### config.mk
export PLATFORM = sky130hd
export DESIGN_NAME = fix_ari_acc_flat
export DESIGN_NICKNAME = d
export VERILOG_FILES = /design/src/rtl/fix_ari_acc_if.sv /design/src/rtl/fix_ari_acc.sv /design/src/flat_wrapper.sv
export SDC_FILE = /design/constraint.sdc
export NUM_CORES = 1
export LEC_CHECK = 0
export CELL_PAD_IN_SITES_DETAIL_PLACEMENT = 1
export CELL_PAD_IN_SITES_GLOBAL_PLACEMENT = 1
export CORE_MARGIN = 2
export CORE_UTILIZATION = 49
export CTS_BUF_LIST = sky130_fd_sc_hd__clkbuf_4 sky130_fd_sc_hd__clkbuf_8
export DETAILED_ROUTE_END_ITERATION = 6
export DONT_BUFFER_PORTS = 1
export PLACE_DENSITY_LB_ADDON = 0.1
export SYNTH_ARGS = -nofsm -noshare
export SYNTH_HDL_FRONTEND = slang
export SYNTH_SLANG_ARGS = --single-unit
### constraint.sdc
create_clock -name clk -period 6.5 [get_ports clk]
set_clock_uncertainty 0.1 [all_clocks]
set_input_delay 0.65 -clock clk [delete_from_list [all_inputs] [get_ports clk]]
set_output_delay 0.65 -clock clk [all_outputs]
set_load 0.01 [all_outputs]
### src/rtl/fix_ari_acc_if.sv
// Handshake bundle for fix_ari_acc: product beats in, saturated Q7.8 result out.
// Optional macro FIX_ACC_BIAS_EN adds the bias_in signal to the bundle.
interface fix_ari_acc_if #(
    parameter int DATA = 16,
    parameter int LENW = 9
);
    logic            in_valid;
    logic            in_ready;
    logic [DATA-1:0] in_data;
    logic            in_last;
    logic            out_valid;
    logic            out_ready;
    logic [DATA-1:0] out_data;
    logic [LENW-1:0] out_len;
    logic            out_ovf;
`ifdef FIX_ACC_BIAS_EN
    logic [DATA-1:0] bias_in;

    modport master (
        output in_valid, in_data, in_last, out_ready, bias_in,
        input  in_ready, out_valid, out_data, out_len, out_ovf
    );
    modport slave (
        input  in_valid, in_data, in_last, out_ready, bias_in,
        output in_ready, out_valid, out_data, out_len, out_ovf
    );
`else
    modport master (
        output in_valid, in_data, in_last, out_ready,
        input  in_ready, out_valid, out_data, out_len, out_ovf
    );
    modport slave (
        input  in_valid, in_data, in_last, out_ready,
        output in_ready, out_valid, out_data, out_len, out_ovf
    );
`endif
endinterface

### src/rtl/fix_ari_acc.sv
// fix_ari_acc: sums a packet of Q7.8 products in a saturating ACCW-bit accumulator and
// returns the result clipped to Q7.8 through a valid/ready output register.
// Optional macro FIX_ACC_BIAS_EN: adds bias_in, sampled on the closing beat and added
// (with ACCW saturation) before the output clip.
module fix_ari_acc #(
    parameter int DATA   = 16,
    parameter int POIN   = 8,
    parameter int ACCW   = 24,
    parameter int MAXLEN = 256,
    parameter int LENW   = $clog2(MAXLEN + 1)
) (
    input  logic         clk,
    input  logic         rst,
    fix_ari_acc_if.slave bus
);
    typedef enum logic {S_ACC, S_OUT} state_t;

    localparam logic [LENW-1:0] LAST_CNT = LENW'(MAXLEN - 1);
    localparam logic [ACCW-1:0] ACC_MAX  = {1'b0, {(ACCW-1){1'b1}}};
    localparam logic [ACCW-1:0] ACC_MIN  = {1'b1, {(ACCW-1){1'b0}}};
    localparam logic [DATA-1:0] OUT_MAX  = {1'b0, {(DATA-1){1'b1}}};
    localparam logic [DATA-1:0] OUT_MIN  = {1'b1, {(DATA-1){1'b0}}};

    // Q7.8 in and out with no rescaling; the fraction width only has to fit the word.
    if (ACCW <= DATA || POIN >= DATA) begin : g_param_check
        $error("fix_ari_acc: need ACCW > DATA and POIN < DATA");
    end

    state_t          state, state_n;
    logic            in_ready, out_valid, beat, close;
    logic [ACCW-1:0] acc, acc_n, acc_b;
    logic [ACCW:0]   sum_w, bias_w;
    logic            sat_acc, sat_bias, clip;
    logic [DATA-1:0] bias, res_data;
    logic [LENW-1:0] cnt;
    logic            ovf_sticky;
    logic [DATA-1:0] out_data;
    logic [LENW-1:0] out_len;
    logic            out_ovf;

`ifdef FIX_ACC_BIAS_EN
    assign bias = bus.bias_in;
`else
    assign bias = '0;
`endif

    assign beat          = bus.in_valid & in_ready;
    assign bus.in_ready  = in_ready;
    assign bus.out_valid = out_valid;
    assign bus.out_data  = out_data;
    assign bus.out_len   = out_len;
    assign bus.out_ovf   = out_ovf;

    // State register: accumulate packet beats, then hold the result until accepted.
    always_ff @(posedge clk) begin
        if (rst) begin
            state <= S_ACC;
        end else begin
            state <= state_n;
        end
    end

    // Next state and handshake outputs; a closing beat moves to S_OUT, acceptance returns.
    always_comb begin
        // NOTE: every signal gets a default before the case so no path leaves it unassigned (no latch).
        state_n   = state;
        in_ready  = 1'b0;
        out_valid = 1'b0;
        case (state)
            S_ACC: begin
                in_ready = ~rst;
                if (bus.in_valid && !rst && (bus.in_last || cnt == LAST_CNT)) begin
                    state_n = S_OUT;
                end
            end
            S_OUT: begin
                out_valid = 1'b1;
                if (bus.out_ready) begin
                    state_n = S_ACC;
                end
            end
            default: state_n = S_ACC;
        endcase
    end

    // Saturating add of this beat, optional bias add, and the final Q7.8 clip.
    always_comb begin
        sum_w    = {acc[ACCW-1], acc} + {{(ACCW+1-DATA){bus.in_data[DATA-1]}}, bus.in_data};
        sat_acc  = sum_w[ACCW] ^ sum_w[ACCW-1];
        acc_n    = sat_acc ? (sum_w[ACCW] ? ACC_MIN : ACC_MAX) : sum_w[ACCW-1:0];

        bias_w   = {acc_n[ACCW-1], acc_n} + {{(ACCW+1-DATA){bias[DATA-1]}}, bias};
        sat_bias = bias_w[ACCW] ^ bias_w[ACCW-1];
        acc_b    = sat_bias ? (bias_w[ACCW] ? ACC_MIN : ACC_MAX) : bias_w[ACCW-1:0];

        // In range only when every bit above the Q7.8 sign bit copies it.
        clip     = ~((&acc_b[ACCW-1:DATA-1]) | ~(|acc_b[ACCW-1:DATA-1]));
        res_data = clip ? (acc_b[ACCW-1] ? OUT_MIN : OUT_MAX) : acc_b[DATA-1:0];

        close    = bus.in_last | (cnt == LAST_CNT);
    end

    // Accumulator, beat counter, sticky overflow and the held result registers.
    always_ff @(posedge clk) begin
        if (rst) begin
            acc        <= '0;
            cnt        <= '0;
            ovf_sticky <= 1'b0;
            out_data   <= '0;
            out_len    <= '0;
            out_ovf    <= 1'b0;
        end else if (beat) begin
            // NOTE: non-blocking assignments so every register samples pre-edge values.
            if (close) begin
                acc        <= '0;
                cnt        <= '0;
                ovf_sticky <= 1'b0;
                out_data   <= res_data;
                out_len    <= cnt + 1'b1;
                out_ovf    <= ovf_sticky | sat_acc | sat_bias | clip;
            end else begin
                acc        <= acc_n;
                cnt        <= cnt + 1'b1;
                ovf_sticky <= ovf_sticky | sat_acc;
            end
        end
    end
endmodule

### src/flat_wrapper.sv
// flat-port wrapper written by rule: the top's interface ports become plain ports
module fix_ari_acc_flat 
#(
    parameter int DATA   = 16,
    parameter int POIN   = 8,
    parameter int ACCW   = 24,
    parameter int MAXLEN = 256,
    parameter int LENW   = $clog2(MAXLEN + 1)
)
  (clk, rst, bus_in_valid, bus_in_data, bus_in_last, bus_out_ready, bus_in_ready, bus_out_valid, bus_out_data, bus_out_len, bus_out_ovf);
  fix_ari_acc_if #(.DATA(DATA), .LENW(LENW)) bus_i ();
  input  logic clk;
  input  logic rst;
  input wire logic [$bits(bus_i.in_valid)-1:0] bus_in_valid;
  input wire logic [$bits(bus_i.in_data)-1:0] bus_in_data;
  input wire logic [$bits(bus_i.in_last)-1:0] bus_in_last;
  input wire logic [$bits(bus_i.out_ready)-1:0] bus_out_ready;
  output wire logic [$bits(bus_i.in_ready)-1:0] bus_in_ready;
  output wire logic [$bits(bus_i.out_valid)-1:0] bus_out_valid;
  output wire logic [$bits(bus_i.out_data)-1:0] bus_out_data;
  output wire logic [$bits(bus_i.out_len)-1:0] bus_out_len;
  output wire logic [$bits(bus_i.out_ovf)-1:0] bus_out_ovf;
  assign bus_i.in_valid = bus_in_valid;
  assign bus_i.in_data = bus_in_data;
  assign bus_i.in_last = bus_in_last;
  assign bus_i.out_ready = bus_out_ready;
  assign bus_in_ready = bus_i.in_ready;
  assign bus_out_valid = bus_i.out_valid;
  assign bus_out_data = bus_i.out_data;
  assign bus_out_len = bus_i.out_len;
  assign bus_out_ovf = bus_i.out_ovf;
  fix_ari_acc #(.DATA(DATA), .POIN(POIN), .ACCW(ACCW), .MAXLEN(MAXLEN), .LENW(LENW)) u_core (.clk(clk), .rst(rst), .bus(bus_i));
endmodule
==> results.toml <==
[run_status]
status = "completed"

[logic_synthesis]
yosysSeqAreaShare_pct = 30.56
netlist_area_mm2 = 0.003996
yosys_most_used_dff = "dfxtp_1"
syn_area_per_cell_um2 = 7.929
ys_ff_latch = 61
synth_cell_types = 56
syn_inst = 504
synth_top_area_share_pct = 30.56
synthArstFlopShare_pct = 0
syn_nets = 554
synth_top_area_cell = "dfxtp_1"
yosysWarnings = 0
synth_edf_count = 0
synthTopCellsByArea = "dfxtp_1 (31%), ha_1 (8.8%), nor2_1 (6.2%), a21oi_1 (5.1%), o21ai_0 (5.1%)"

[setup_path]
r2r_start = "u_core.acc[1]"
crit_required_ns = 6.63
critPathTopFamily = "compound AO/OA/AOI/OAI gates"
path_buf_inv = 0
crit_path_end_kind = "flop"
cp.arrival_ns = 5.54
reg2regPathDepth = 17
crit_chain = "ha_1 > a211o_1 > a221o_1 > o311ai_2 > nand2_1 > o21ai_1 > o21bai_1 > a21o_1 > xnor2_1 > ha_1 > nor2b_1 > mux2_4 > or4b_1 > nor3_1 > a221oi_4 > a31o_4 > nor3_1"
crit_fanout = 29
slowest_delay_ns = 0.81
startpoint_type = "flop"
r2r_end = "u_core.bus.out_data[1]"
rrSetupSlack_ns = 1.09
slowest_stage = "ha_1"
criticalPathCategory = "flop to flop"

[global_routing]
grt_usage_pct = 28.39
top_usage_layer = "met2"
grt_pass1_vias = 3757
grt_util_met3_pct = 6.742
antenna_found_initial = 0
use_met1_pct = 35.72
grt_overflow = 0
grt_pass1_wl_mm = 19.31
grt_max_degree = 51
use_met2_pct = 47.14

[placement]
placed_area_mm2 = 0.004030
dp_hpwl_mm = 8.663
place.gp.congestion = 0.9468
port_buffers = 0
dpl_worst_slack_ns = 0.9078

[clock_tree]
clk_pin_slew_worst_paths_ns = 0.07
clockBufferDepth = 2
cts.sinks = 61
clock_latency_ns = 0.35
cts_tree = "built"
cts_made_buffers = 9
cts_root_buf = "clkbuf_8"
postCtsSetupBuffers = 0
holdBufCountCts = 0
ctsResizeCount = 0
cts-htree-levels = 3

[cells_and_area]
area_delta_synth_final_pct = 6.324
drive_above_1_share_pct = 8.114
postLayoutCoreUtil_pct = 54.42
nNetsFinal = 538
layout_common_cells = "nor2_1 (66), dfxtp_1 (61), o21ai_0 (41), a21oi_1 (41), nand2_1 (39)"
register_area_mm2 = 0.001221
antenna_cells = 0
multi_input_area_mm2 = 0.002610
fin_area_mm2 = 0.004249
mostFrequentLayoutCell = "nor2_1"
fill_cells = 960

[min_path]
hold_path.class = "input pin to flop"
worstHoldStart = "rst"
holdPathEnd = "u_core.bus.out_len[0]"
hold_depth = 1

[sta]
hold_viol_final = 0
drv_slew = 0
clock.fmax_ghz = 0.1848
min_period_ns = 5.412
finalCritPeriodShare_pct = 83.27
final.setup.tns_ns = 0
worst_slew_pin_slew_ns = 1.065
rsz0062_at_grt = "false"
setup_viol = 0
fin_ws_ns = 1.088
slew_headroom_pct = 28.82

[job]
drv_cap = 0

[die]
core_area_mm2 = 0.007807
die_y_um = 94.31
design.die.area_mm2 = 0.008894
rows = 32
die_w_um = 94.31
io_pins = 49
start_util_pct = 51.19

[drt]
post_drt_wl_per_cell_um = 20.27
wl_mm = 12.06
drt_iter0_drc = 203
ant_nets = 0
num_vias = 3750
dr.pass1.iters = 4
drcViolationCount = 0
vias_per_cell = 6.303

[power_and_ir_drop]
power.total_w = 0.001050
powerDensity_mw_per_mm2 = 247.1
vdd_drop_max_mv = 0.1364
leakage_nw = 1.648
==> worst max path at each step <==
stage                              start                     end  slack (ns)  cells after the start
after floorplan           bus_in_data[1]  u_core.bus.out_data[3]        1.71                     19
after global placement    bus_in_data[1]  u_core.bus.out_data[0]        1.17                     15
after detailed placement  bus_in_data[1]  u_core.bus.out_data[1]        0.91                     17
after CTS                  u_core.acc[1]  u_core.bus.out_data[1]        1.15                     17
after global routing       u_core.acc[1]  u_core.bus.out_data[0]        0.79                     17
final                      u_core.acc[1]  u_core.bus.out_data[1]        1.09                     17
==> logic make-up (layout without fill, tap and decap cells) <==
| group | Yosys count | count (layout) | share of synthesized area, % |
|---|---|---|---|
| buffers and inverters | 41 | 30 | 4.133 |
| multiplexers | 5 | 5 | 1.440 |
| XOR/XNOR | 24 | 24 | 5.260 |
| AO/OA/AOI/OAI | 150 | 150 | 24.39 |
| adder cells (fa/ha/maj) | 29 | 29 | 9.267 |
| flip-flops | 61 | 61 | 30.56 |
| AND/OR/NAND/NOR | 194 | 194 | 24.95 |
==> per-stage QoR <==
step | instances | hold WS [ns]
2_1_floorplan | 504 | 0.3356
3_3_place_gp | 579 | 0.3394
3_5_place_dp | 579 | 0.3510
4_1_cts | 595 | 0.2429
5_1_grt | 595 | 0.2360
6_report | 595 | 0.2649
==> power by group <==
part	leakage, nW	switching, W	internal (W)
sequential	0.495	0.0000140	0.000389
combinational	1.04	0.000175	0.0000873
clock	0.114	0.000164	0.000220
==> per-layer routing <==
| layer | vias to the layer above | share of wire [%] |
|---|---|---|
| li1 | 1798 | - |
| met1 | 1830 | 44 |
| met2 | 104 | 49 |
| met3 | 18 | 5.4 |
| met4 | 0 | 2.1 |
| met5 | - | 0 |
==> final cells by class <==
type                    count  area share (%)
clock buffers              10           3.092
clock inverters             6           2.061
inverters                   9          0.7951
multi-input cells         402           61.43
flip-flops and latches     61           28.74
well taps                 102           3.004
repair buffers              5          0.8834
==> cells in the mapped netlist (10+ instances only) <==
cell and count:
a21oi_1 41, a22oi_1 16, clkbuf_1 27, dfxtp_1 61, ha_1 28, nand2_1 39
nand3_1 11, nand3b_1 10, nor2_1 66, nor3_1 22, o21ai_0 41, xnor2_1 14
xor2_1 10
==> worst register-to-register path: stages (launching register included) <==
cell	delay, ns
dfxtp_1	0.40
ha_1	0.27
a211o_1	0.29
a221o_1	0.39
o311ai_2	0.35
nand2_1	0.18
o21ai_1	0.24
o21bai_1	0.10
a21o_1	0.19
xnor2_1	0.14
ha_1	0.81
nor2b_1	0.11
mux2_4	0.31
or4b_1	0.19
nor3_1	0.07
a221oi_4	0.60
a31o_4	0.43
nor3_1	0.10
==> registers in the layout, summed over array words and instances, names as in the netlist <==
name                 count
u_core.ovf_sticky        1
u_core.cnt               9
u_core.bus.out_len       9
u_core.acc              24
u_core.bus.out_data     16
u_core.state             1
u_core.bus.out_ovf       1
Note: power is estimated with default switching activity, not from simulation.
